[src/rtl/uart_pkg.sv]
// Shared state encoding and sample-point helpers for the oversampling UART receiver.
// Build option: UART_RX_PARITY_EN adds the PARITY state.
package uart_pkg;

   typedef enum logic [2:0] {
      ST_IDLE   = 3'd0,
      ST_START  = 3'd1,
      ST_DATA   = 3'd2,
`ifdef UART_RX_PARITY_EN
      ST_PARITY = 3'd3,
`endif
      ST_STOP   = 3'd4,
      ST_BREAK  = 3'd5
   } state_e;

   localparam int unsigned OVS_DEFAULT = 16;

   function automatic int unsigned tick_mid(input int unsigned ovs);
      return ovs / 2;
   endfunction

   function automatic int unsigned tick_early(input int unsigned ovs);
      return ovs / 2 - 1;
   endfunction

   function automatic int unsigned tick_late(input int unsigned ovs);
      return ovs / 2 + 1;
   endfunction

   function automatic logic maj3(input logic a, input logic b, input logic c);
      return (a & b) | (a & c) | (b & c);
   endfunction

endpackage

[src/rtl/uart_rx_ovs_if.sv]
// Receive-word handshake between the UART receiver (master) and its consumer (slave).
interface uart_rx_ovs_if #(
   parameter int DATA_BITS = 8
);
   logic [DATA_BITS-1:0] rx_data;
   logic                 rx_valid;
   logic                 rx_ready;

   modport master (output rx_data, output rx_valid, input rx_ready);
   modport slave  (input rx_data, input rx_valid, output rx_ready);
endinterface

[src/rtl/uart_baud_tick.sv]
// Oversample tick generator: one-cycle tick every CLK_DIV_COUNT clocks, restartable
// so the tick phase locks to the detected start edge.
module uart_baud_tick #(
   parameter int unsigned CLK_DIV_COUNT = 25,
   parameter int unsigned CLK_DIV_WIDTH = 8
) (
   input  logic clk_in,
   input  logic reset,
   input  logic restart,
   output logic tick
);

   localparam logic [CLK_DIV_WIDTH-1:0] LOAD = CLK_DIV_WIDTH'(CLK_DIV_COUNT - 1);
   localparam logic [CLK_DIV_WIDTH-1:0] TC   = CLK_DIV_WIDTH'(1);

   logic [CLK_DIV_WIDTH-1:0] cnt_q, cnt_d;

   // Down-counter sits at 0 for one cycle after restart/terminal count, then reloads,
   // so terminal count (1) is reached exactly CLK_DIV_COUNT cycles after restart.
   always_comb begin
      cnt_d = cnt_q;
      tick  = 1'b0;
      if (restart) begin
         cnt_d = '0;
      end else if (cnt_q == '0) begin
         cnt_d = LOAD;
      end else begin
         cnt_d = cnt_q - TC;
         tick  = (cnt_q == TC);
      end
   end

   always_ff @(posedge clk_in) begin
      if (reset) cnt_q <= '0;
      else       cnt_q <= cnt_d;
   end

endmodule

[src/rtl/uart_rx_ovs.sv]
// Oversampling UART receiver FSM with majority-vote bit sampling and valid/ready output.
// Build option: UART_RX_PARITY_EN enables the parity bit check and rx_parity_err.
module uart_rx_ovs
   import uart_pkg::*;
#(
   parameter int unsigned CLK_DIV_COUNT = 25,
   parameter int unsigned CLK_DIV_WIDTH = 8,
   parameter int unsigned OVERSAMPLE    = OVS_DEFAULT,
   parameter int unsigned DATA_BITS     = 8,
   parameter int unsigned STOP_BITS     = 1,
   parameter int unsigned PARITY_ODD    = 0
) (
   input  logic          clk_in,
   input  logic          reset,
   input  logic          rx_line_beforesync,
   uart_rx_ovs_if.master rx_if,
`ifdef UART_RX_PARITY_EN
   output logic          rx_parity_err,
`endif
   output logic          rx_running,
   output logic          rx_invalid,
   output logic          rx_overrun
);

   // state     | meaning
   // ST_IDLE   | line idle, watching for a 1->0 edge
   // ST_START  | confirming start bit at its middle tick
   // ST_DATA   | sampling DATA_BITS data bits, LSB first
   // ST_PARITY | sampling and checking the parity bit
   // ST_STOP   | sampling stop bit(s); good last stop loads the word
   // ST_BREAK  | framing error, waiting for the line to return high

   if (OVERSAMPLE < 8 || OVERSAMPLE > 32 || (OVERSAMPLE % 2) != 0 ||
       DATA_BITS < 5 || DATA_BITS > 9 || STOP_BITS < 1 || STOP_BITS > 2 ||
       PARITY_ODD > 1 || (2 ** CLK_DIV_WIDTH) <= CLK_DIV_COUNT) begin : g_bad_param
      $error("uart_rx_ovs: illegal parameter set");
   end

   localparam int unsigned TW = $clog2(OVERSAMPLE + 1);
   localparam logic [TW-1:0] T_EARLY = TW'(tick_early(OVERSAMPLE));
   localparam logic [TW-1:0] T_MID   = TW'(tick_mid(OVERSAMPLE));
   localparam logic [TW-1:0] T_LATE  = TW'(tick_late(OVERSAMPLE));
   localparam logic [TW-1:0] T_END   = TW'(OVERSAMPLE);
   localparam logic [3:0]    BIT_LAST  = 4'(DATA_BITS - 1);
   localparam logic          STOP_LAST = 1'(STOP_BITS - 1);
`ifdef UART_RX_PARITY_EN
   localparam logic          PAR_ODD   = 1'(PARITY_ODD);
`endif

   state_e               state_q, state_d;
   logic                 sync1_q, sync1_d;
   logic                 sync2_q, sync2_d;
   logic                 prev_q, prev_d;
   logic [TW-1:0]        tick_cnt_q, tick_cnt_d;
   logic [3:0]           bit_cnt_q, bit_cnt_d;
   logic                 stop_cnt_q, stop_cnt_d;
   logic [1:0]           samp_q, samp_d;
   logic [DATA_BITS-1:0] shift_q, shift_d;
   logic [DATA_BITS-1:0] data_q, data_d;
   logic                 valid_q, valid_d;
   logic                 invalid_q, invalid_d;
   logic                 overrun_q, overrun_d;
`ifdef UART_RX_PARITY_EN
   logic                 par_bad_q, par_bad_d;
   logic                 parity_err_q, parity_err_d;
`endif

   logic          tick;
   logic          restart;
   logic          fall;
   logic          load;
   logic          decide;
   logic          bit_end;
   logic          bit_val;
   logic [TW-1:0] tick_n;

   uart_baud_tick #(
      .CLK_DIV_COUNT (CLK_DIV_COUNT),
      .CLK_DIV_WIDTH (CLK_DIV_WIDTH)
   ) u_baud_tick (
      .clk_in  (clk_in),
      .reset   (reset),
      .restart (restart),
      .tick    (tick)
   );

   always_comb begin
      sync1_d    = rx_line_beforesync;
      sync2_d    = sync1_q;
      prev_d     = sync2_q;
      state_d    = state_q;
      tick_cnt_d = tick_cnt_q;
      bit_cnt_d  = bit_cnt_q;
      stop_cnt_d = stop_cnt_q;
      samp_d     = samp_q;
      shift_d    = shift_q;
      invalid_d  = 1'b0;
      restart    = 1'b0;
      load       = 1'b0;
      decide     = 1'b0;
      bit_end    = 1'b0;
      fall       = prev_q & ~sync2_q;
      tick_n     = tick_cnt_q + 1'b1;
      bit_val    = maj3(samp_q[1], samp_q[0], sync2_q);
`ifdef UART_RX_PARITY_EN
      par_bad_d    = par_bad_q;
      parity_err_d = 1'b0;
`endif

      // Common bit timing for every majority-voted bit.
      if (tick && (state_q == ST_DATA || state_q == ST_STOP
`ifdef UART_RX_PARITY_EN
                   || state_q == ST_PARITY
`endif
                  )) begin
         tick_cnt_d = tick_n;
         if (tick_n == T_EARLY) samp_d[1] = sync2_q;
         if (tick_n == T_MID)   samp_d[0] = sync2_q;
         decide  = (tick_n == T_LATE);
         bit_end = (tick_n == T_END);
         if (bit_end) tick_cnt_d = '0;
      end

      case (state_q)
         ST_IDLE: begin
            if (fall) begin
               state_d    = ST_START;
               restart    = 1'b1;
               tick_cnt_d = '0;
            end
         end
         ST_START: begin
            if (tick) begin
               tick_cnt_d = tick_n;
               if (tick_n == T_MID && sync2_q) begin
                  state_d = ST_IDLE;
               end else if (tick_n == T_END) begin
                  tick_cnt_d = '0;
                  bit_cnt_d  = '0;
                  state_d    = ST_DATA;
               end
            end
         end
         ST_DATA: begin
            if (decide) shift_d = {bit_val, shift_q[DATA_BITS-1:1]};
            if (bit_end) begin
               if (bit_cnt_q == BIT_LAST) begin
                  stop_cnt_d = 1'b0;
`ifdef UART_RX_PARITY_EN
                  par_bad_d = 1'b0;
                  state_d   = ST_PARITY;
`else
                  state_d   = ST_STOP;
`endif
               end else begin
                  bit_cnt_d = bit_cnt_q + 4'd1;
               end
            end
         end
`ifdef UART_RX_PARITY_EN
         ST_PARITY: begin
            if (decide && ((^shift_q) ^ bit_val) != PAR_ODD) begin
               par_bad_d    = 1'b1;
               parity_err_d = 1'b1;
            end
            if (bit_end) state_d = ST_STOP;
         end
`endif
         ST_STOP: begin
            if (decide) begin
               if (!bit_val) begin
                  invalid_d = 1'b1;
                  state_d   = ST_BREAK;
               end else if (stop_cnt_q == STOP_LAST) begin
                  state_d = ST_IDLE;
`ifdef UART_RX_PARITY_EN
                  load    = ~par_bad_q;
`else
                  load    = 1'b1;
`endif
               end
            end
            if (bit_end) stop_cnt_d = 1'b1;
         end
         ST_BREAK: begin
            if (sync2_q) state_d = ST_IDLE;
         end
         default: state_d = ST_IDLE;
      endcase
   end

   // Output word register: a load coinciding with an accept replaces the word,
   // a load into an unaccepted word is dropped and flagged.
   always_comb begin
      data_d    = data_q;
      valid_d   = valid_q;
      overrun_d = 1'b0;
      if (valid_q && rx_if.rx_ready) valid_d = 1'b0;
      if (load) begin
         if (valid_q && !rx_if.rx_ready) begin
            overrun_d = 1'b1;
         end else begin
            data_d  = shift_q;
            valid_d = 1'b1;
         end
      end
   end

   always_ff @(posedge clk_in) begin
      if (reset) begin
         state_q    <= ST_IDLE;
         sync1_q    <= 1'b1;
         sync2_q    <= 1'b1;
         prev_q     <= 1'b1;
         tick_cnt_q <= '0;
         bit_cnt_q  <= '0;
         stop_cnt_q <= 1'b0;
         samp_q     <= '0;
         shift_q    <= '0;
         data_q     <= '0;
         valid_q    <= 1'b0;
         invalid_q  <= 1'b0;
         overrun_q  <= 1'b0;
`ifdef UART_RX_PARITY_EN
         par_bad_q    <= 1'b0;
         parity_err_q <= 1'b0;
`endif
      end else begin
         state_q    <= state_d;
         sync1_q    <= sync1_d;
         sync2_q    <= sync2_d;
         prev_q     <= prev_d;
         tick_cnt_q <= tick_cnt_d;
         bit_cnt_q  <= bit_cnt_d;
         stop_cnt_q <= stop_cnt_d;
         samp_q     <= samp_d;
         shift_q    <= shift_d;
         data_q     <= data_d;
         valid_q    <= valid_d;
         invalid_q  <= invalid_d;
         overrun_q  <= overrun_d;
`ifdef UART_RX_PARITY_EN
         par_bad_q    <= par_bad_d;
         parity_err_q <= parity_err_d;
`endif
      end
   end

   assign rx_if.rx_data  = data_q;
   assign rx_if.rx_valid = valid_q;
   assign rx_running     = (state_q != ST_IDLE);
   assign rx_invalid     = invalid_q;
   assign rx_overrun     = overrun_q;
`ifdef UART_RX_PARITY_EN
   assign rx_parity_err  = parity_err_q;
`endif

endmodule

[src/flat_wrapper.sv]
// flat-port wrapper written by rule: the top's interface ports become plain ports
module uart_rx_ovs_flat import uart_pkg::*;
#(
   parameter int unsigned CLK_DIV_COUNT = 25,
   parameter int unsigned CLK_DIV_WIDTH = 8,
   parameter int unsigned OVERSAMPLE    = OVS_DEFAULT,
   parameter int unsigned DATA_BITS     = 8,
   parameter int unsigned STOP_BITS     = 1,
   parameter int unsigned PARITY_ODD    = 0
)
  (clk_in, reset, rx_line_beforesync, rx_running, rx_invalid, rx_overrun, rx_if_rx_data, rx_if_rx_valid, rx_if_rx_ready);
  uart_rx_ovs_if #(.DATA_BITS(DATA_BITS)) rx_if_i ();
  input  logic clk_in;
  input  logic reset;
  input  logic rx_line_beforesync;
  output logic rx_running;
  output logic rx_invalid;
  output logic rx_overrun;
  output wire logic [$bits(rx_if_i.rx_data)-1:0] rx_if_rx_data;
  output wire logic [$bits(rx_if_i.rx_valid)-1:0] rx_if_rx_valid;
  input wire logic [$bits(rx_if_i.rx_ready)-1:0] rx_if_rx_ready;
  assign rx_if_rx_data = rx_if_i.rx_data;
  assign rx_if_rx_valid = rx_if_i.rx_valid;
  assign rx_if_i.rx_ready = rx_if_rx_ready;
  uart_rx_ovs #(.CLK_DIV_COUNT(CLK_DIV_COUNT), .CLK_DIV_WIDTH(CLK_DIV_WIDTH), .OVERSAMPLE(OVERSAMPLE), .DATA_BITS(DATA_BITS), .STOP_BITS(STOP_BITS), .PARITY_ODD(PARITY_ODD)) u_core (.clk_in(clk_in), .reset(reset), .rx_line_beforesync(rx_line_beforesync), .rx_if(rx_if_i), .rx_running(rx_running), .rx_invalid(rx_invalid), .rx_overrun(rx_overrun));
endmodule
[config.mk]
export PLATFORM = sky130hd
export DESIGN_NAME = uart_rx_ovs_flat
export DESIGN_NICKNAME = d
export VERILOG_FILES = /design/src/rtl/uart_pkg.sv /design/src/rtl/uart_rx_ovs_if.sv /design/src/rtl/uart_baud_tick.sv /design/src/rtl/uart_rx_ovs.sv /design/src/flat_wrapper.sv
export SDC_FILE = /design/constraint.sdc
export NUM_CORES = 1
export LEC_CHECK = 0
export ABC_AREA = 1
export BUFFER_PORTS_ARGS = -buffer_cell sky130_fd_sc_hd__buf_4
export CAP_MARGIN = 20
export CORE_ASPECT_RATIO = 2
export CORE_UTILIZATION = 42
export CTS_BUF_LIST = sky130_fd_sc_hd__clkbuf_2
export CTS_CLUSTER_DIAMETER = 30
export CTS_CLUSTER_SIZE = 16
export DETAILED_ROUTE_END_ITERATION = 16
export PLACE_DENSITY = 0.64
export RECOVER_POWER = 100
export SYNTH_ARGS = -nofsm -noshare
export SYNTH_HDL_FRONTEND = slang
export SYNTH_HIERARCHICAL = 1
export SYNTH_SLANG_ARGS = --single-unit
[constraint.sdc]
create_clock -name clk_in -period 2.3 [get_ports clk_in]
set_clock_uncertainty 0.2 [all_clocks]
set_input_delay 0.46 -clock clk_in [delete_from_list [all_inputs] [get_ports clk_in]]
set_output_delay 0.46 -clock clk_in [all_outputs]
set_load 0.02 [all_outputs]
Word-level counts from Yosys, hierarchy flattened
Cells that the tools add are included. Widths: inputs -> output; s select.

Bits in writable memories: 0. Logic and storage cells: 117. Memory bits (read-only): 0. Bits of input ports: 4. Register bits after elaboration: 45. Latch bits: 0. Memories: 0.

Shift-type cells: 0. Eq/ne operators: 22. $mul: 0. Multiplexer cells: 43. Add/sub/neg operators: 3. Magnitude comparators: 0. Bitwise gates (word level): 11. Reduce and logical (&&, ||, !) cells: 22. Div/mod/pow operators: 0.

Operators with widths (number): $mux 3 (10); $mux 5 (6); $mux 4 (5); $mux 1 (18); $pmux 3 s5 (1); $ne 2x1->1 const B (7); $eq 5x4->1 const B (2); $pmux 5 s2 (1); $eq 8x1->1 const B (1); $logic_not 8->1 (1); $pmux 4 s2 (1); $reduce_and 2->1 (4); $reduce_and 8->1 (1); $sub 8x1->8 const B (1); $eq 3x3->1 const B (2); $ne 2x2->1 const B (3); $reduce_and 6->1 (1); $reduce_or 3->1 (2); $add 5x1->5 const B (1); $eq 5x3->1 const B (1); $eq 5x5->1 const B (1); $not 1->1 (5); $add 4x1->4 const B (1); $and 1x1->1 (4); 15 further kinds (21).

Depth between registers and ports, before layout
Depth in word-level cells: 11. Gate-level depth with buffers: 18. Mapped depth without buffers: 18.

Hierarchy
Netlist, hierarchy kept.

By module, submodules not included: uart_rx_ovs (area an instance 1890.6 sq um, times used 1, cells an instance 274, seq. area each 740.7 sq um); uart_baud_tick (area an instance 436.7 sq um, times used 1, cells an instance 64, seq. area each 160.2 sq um).

Least setup slack after synthesis
Ideal clock, no wire load.

Path kind: register to register. Start: register u_core.state_q[1]. End: register u_core.state_q[2]. Setup slack: 76 ps. Data required time: 2036 ps. Cell stages (with the launch flop): 18. Period minus slack after synthesis: 2224 ps. Arrival time: 1960 ps. Setup time: 64 ps. Cell sequence: dfxtp_1 -> inv_1 -> nand2_1 -> nor2_1 -> inv_1 -> nor2_1 -> inv_1 -> nand4_1 -> nor2_1 -> nand3_4 -> nor2_2 -> nand2_2 -> buf_6 -> nand2_4 -> nand3_2 -> nor2_2 -> nor2_1 -> nor2_1.

Word-level cells in the longest chain between the ends: 7. Elaborated cells between the ends (all ways): 21.

Ends and longest elaborated chain: start, declared (line uart_rx_ovs.sv:50) `state_e state_q, state_d;`; start signal, assigned (line uart_rx_ovs.sv:229) `state_q <= state_d;`; $logic_not 3->1 * (line uart_rx_ovs.sv:124) `case (state_q)`; $mux 1 * (line uart_rx_ovs.sv:124); named net u_core.restart (line uart_rx_ovs.sv:69) `logic restart;`; $mux 1 * (line uart_baud_tick.sv:23) `if (restart) begin`; named net u_core.tick (line uart_rx_ovs.sv:68) `logic tick;`; $logic_and 1x1->1 (line uart_rx_ovs.sv:111) `if (tick && (state_q == ST_DATA || state_q == ST_STOP`; $mux 1 (line uart_rx_ovs.sv:111); $ne 2x1->1 (no source line); $reduce_and 8->1 (no source line) *.

The timed path passes the listed nets; every way through them passes the cells marked *. A chain may end at the register's enable or synchronous reset.

Final worst setup path
Start: register u_core.u_baud_tick.cnt_q[1]. End: register u_core.shift_q[1].

Word-level cells in the longest chain between the ends: 6. Elaborated cells between the ends (all ways): 7.

Ends and longest elaborated chain: start, declared (line uart_baud_tick.sv:16) `logic [CLK_DIV_WIDTH-1:0] cnt_q, cnt_d;`; start signal, assigned (line uart_baud_tick.sv:35) `else cnt_q <= cnt_d;`; $eq 8x1->1 or $logic_not 8->1 (tied branches) (line uart_baud_tick.sv:29, uart_baud_tick.sv:25); $mux 1 * (line uart_baud_tick.sv:25) `end else if (cnt_q == '0) begin`; $mux 1 * (line uart_baud_tick.sv:23); named net u_core.tick (line uart_rx_ovs.sv:68); $logic_and 1x1->1 * (line uart_rx_ovs.sv:111); $mux 1 * (line uart_rx_ovs.sv:111); $reduce_and 2->1 (no source line) *; end signal, assigned (line uart_rx_ovs.sv:237) `shift_q <= shift_d;`; end, declared (line uart_rx_ovs.sv:58) `logic [DATA_BITS-1:0] shift_q, shift_d;`.

Marks and branches as above.

==> reports/qor.csv <==
stage;metric;value;unit
global_route;largest net degree at the start of global routing;21;
worst_setup_path;Largest stage delay, worst path;380;ps
drt;routed vias/inst;5.06;
global_route;first-pass GRT wire length;8.34;mm
sta;Final Hold Fails;0;
synthesis;post-synth cell types;32;
drt;Initial DRT Pass Iterations;4;
sta;min Tclk post-route;2190;ps
worst_setup_path;Worst Setup End Kind;register;
sta;Final setup violation count;0;
synthesis;Area contributors post-synth;dfxtp_1 (39%), nand2_1 (12%), nor2_1 (10%), inv_1 (6.8%), nand3_1 (4.1%);
synthesis;Post-synth EDFFs;0;
power;leakage;1.31;nW
synthesis;Async SR Flop Fraction;0;%
synthesis;largest family of logic cells by synthesized area;simple AND/OR/NAND/NOR gates;
global_route;GRT Residual Overflow;0;
drt;vias;2210;
synthesis;most frequent cell after synthesis;nand2_1;
floorplanning;Core Footprint;0.00537;sq mm
final_layout;Final Util;51.1;%
worst_setup_path;critical path peak fanout;6;
final_layout;Area Growth Syn to Fin;18.0;%
synthesis;cell taking the most area after synthesis;dfxtp_1;
outcome;status;completed;
final_layout;share of cells above drive strength 1;20.7;%
worst_setup_path;startpoint types;register;
synthesis;sequential area share after synthesis;38.7;%
flow_run;MaxCap Viol Count;0;
drt;WL per Instance;12.0;um
cts;clk buf depth;2;
sta;Slew headroom;51.0;%
worst_setup_path;critical path class;reg2reg;
sta;Fmax achieved;458;MHz
cts;root buffer cell;clkbuf_2;
synthesis;Post-Syn Nets;349;
global_route;antenna violations before repair;0;
place;Port Buffers;15;
synthesis;xor/xnor share of the synthesized area;1.45;%
drt;WL final;5.26;mm
synthesis;cell count after synthesis;338;
worst_setup_path;Worst Path Buf+Inv;4;
synthesis;top cells by instance count after synthesis;nand2_1 (72), nor2_1 (65), dfxtp_1 (45);
worst_setup_path;crit path cell chain;inv_1 > ha_1 > inv_1 > nand4_1 > nor2_4 > nand3_4 > nor2_4 > nand2_4 > buf_12 > buf_4 > nor3_1 > nor2_1;
worst_setup_path;Crit path required time;2400;ps
cts;CTS tree;yes;
drt;met3 WL;114;um
sta;worst-margin pin slew;735;ps
final_layout;# diodes;0;
synthesis;multiplexer share of the synthesized area;0;%
place;HPWL after detailed placement;3.87;mm
floorplanning;Die Ht;107;um
sta;crit share post-route;95.0;%
min_path;Hold/Removal Path Class;in2reg;
global_route;GRT Total Usage;19.3;%
floorplanning;Initial Utilization;43.3;%
floorplanning;io pins;16;
drt;Post-Route M1 WL;1.99;mm
floorplanning;Die Span X;54.6;um
synthesis;post-synthesis adder-cell area fraction;3.76;%
cts;Sink Count;45;
drt;max layer used;met4;
power;Pwr Density;848;mW/mm^2
worst_setup_path;crit-path leading delay family;simple AND/OR/NAND/NOR gates;
cts;worst skew pair latency;420;ps
drt;metal2 WL;2.95;mm
place;total placed instance area;0.00260;sq mm
drt;DRC;0;
place;RD Place Congestion;0.888;
worst_setup_path;Worst EP arrival;2290;ps
final_layout;Final Cell Area;0.00275;sq mm
sta;max-slew violation count;0;
worst_setup_path;Crit-path slowest cell;dfxtp_2;
floorplanning;DIE AREA;0.00586;sq mm
synthesis;top cell type's share of synthesized area;38.7;%
synthesis;Compound-Gate Fraction of Synth Area;8.28;%
final_layout;nets;388;
sta;TNS Setup;0;ps
power;maximum vdd drop;0.000696;V
synthesis;Top FF cell, synth;dfxtp_1;
synthesis;Synth Area in Simple Gates;38.4;%
drt;ANT nets after route;0;
synthesis;count of state elements after synthesis;45;
drt;Iter 0 DRT Violations;43;
floorplanning;Site Rows;38;
global_route;vias in the first global route;2011;
cts;total CTS buffers;5;
cts;H-tree Lvls;2;
synthesis;Syn Area/Cell;6.89;sq um
synthesis;Synth Cell Area;0.00233;sq mm
cts;Reg clk slew, reported paths;240;ps
synthesis;Synth Warn #;6;
## power by group
part	total [mW]	internal (mW)	switching [mW]
Sequential	0.941	0.872	0.0698
Combinational	0.954	0.370	0.584
Clock	0.432	0.177	0.255
## metal layers
metal,global-route usage (%),vias up
met5,0,-
met4,7.88,0
met3,3.39,15
met2,37.1,35
met1,18.0,1016
li1,-,1144
## worst register-to-register path, delay by kind of cell (launching register included)
family                   cells  cell delay [ps]
adder cells (fa/ha/maj)      1              200
buffers and inverters        4              410
flip-flops                   1              380
AND/OR/NAND/NOR              7              900
## timing repair
item                                    CTS  global route
endpoints found under the hold margin     1             0
cloned                                    0             2
setup buffers                             0             4
hold buffers                              1             0
gates resized for setup                   1            28
pin swaps                                 0            12
endpoints found under the setup margin   15            27
## state kept, by name (all words and copies together) (netlist names)
name                      count
u_core/rx_if.rx_data          8
u_core/shift_q                8
u_core/u_baud_tick/cnt_q      8
u_core/tick_cnt_q             5
u_core/bit_cnt_q              4
u_core/state_q                3
u_core/samp_q                 2
u_core/prev_d                 1
u_core/prev_q                 1
u_core/rx_if.rx_valid         1
u_core/rx_invalid             1
u_core/rx_overrun             1
u_core/stop_cnt_q             1
u_core/sync1_q                1
## logic make-up after synthesis
logic type / count (synthesis)
buffers and inverters: 52
AOI/OAI and AO/OA: 35
adders and majority gates: 7
DFF: 45
xor gates and xnor gates: 3
and+or+nand+nor: 196
## cell type report
type	count	area, sq um
clock inverters	2	35.0
repair buffers	36	236
inverters	46	173
multi-input cells	243	1290
fillers	551	2630
well taps	60	75.1
flip-flops and latches	45	907
clock buffers	5	25.0
## stage by stage
stage                     power [mW]  cells  setup WS [ps]  hold WS [ps]
after detailed placement        1.88    423          -6.40           203
final                           2.33    437            114           210
after global placement          1.87    423           57.7           192
after floorplan                 1.61    338           76.0           189
after global routing            2.53    437          -36.7           211
after CTS                       2.32    431           9.19          82.4
## final timing paths
check                              start                 to  slack [ps]  cells after the start
min reg2reg               u_core/sync1_q      u_core/prev_d         250                      1
min                       rx_if_rx_ready  u_core/rx_overrun         210                      4
max reg2reg  u_core/u_baud_tick/cnt_q[1]  u_core/shift_q[1]         110                     12
max          u_core/u_baud_tick/cnt_q[1]  u_core/shift_q[1]         110                     12
## layout by cell type, fill, tap and decap left out, types with 8 or more instances in the layout
cell type  netlist  final
inv_1           42     40
nand2_1         72     66
clkbuf_1         3     13
nand4_1          9      9
nor2_1          65     60
nand2_2          5      9
dfxtp_1         45     40
nand3_1         19     18
buf_4            0     20
nor3_1           8      8
nor2_2           9     11
a21oi_1         12     11
o21ai_0         13     11
Note: power is estimated with default switching activity, not from simulation.
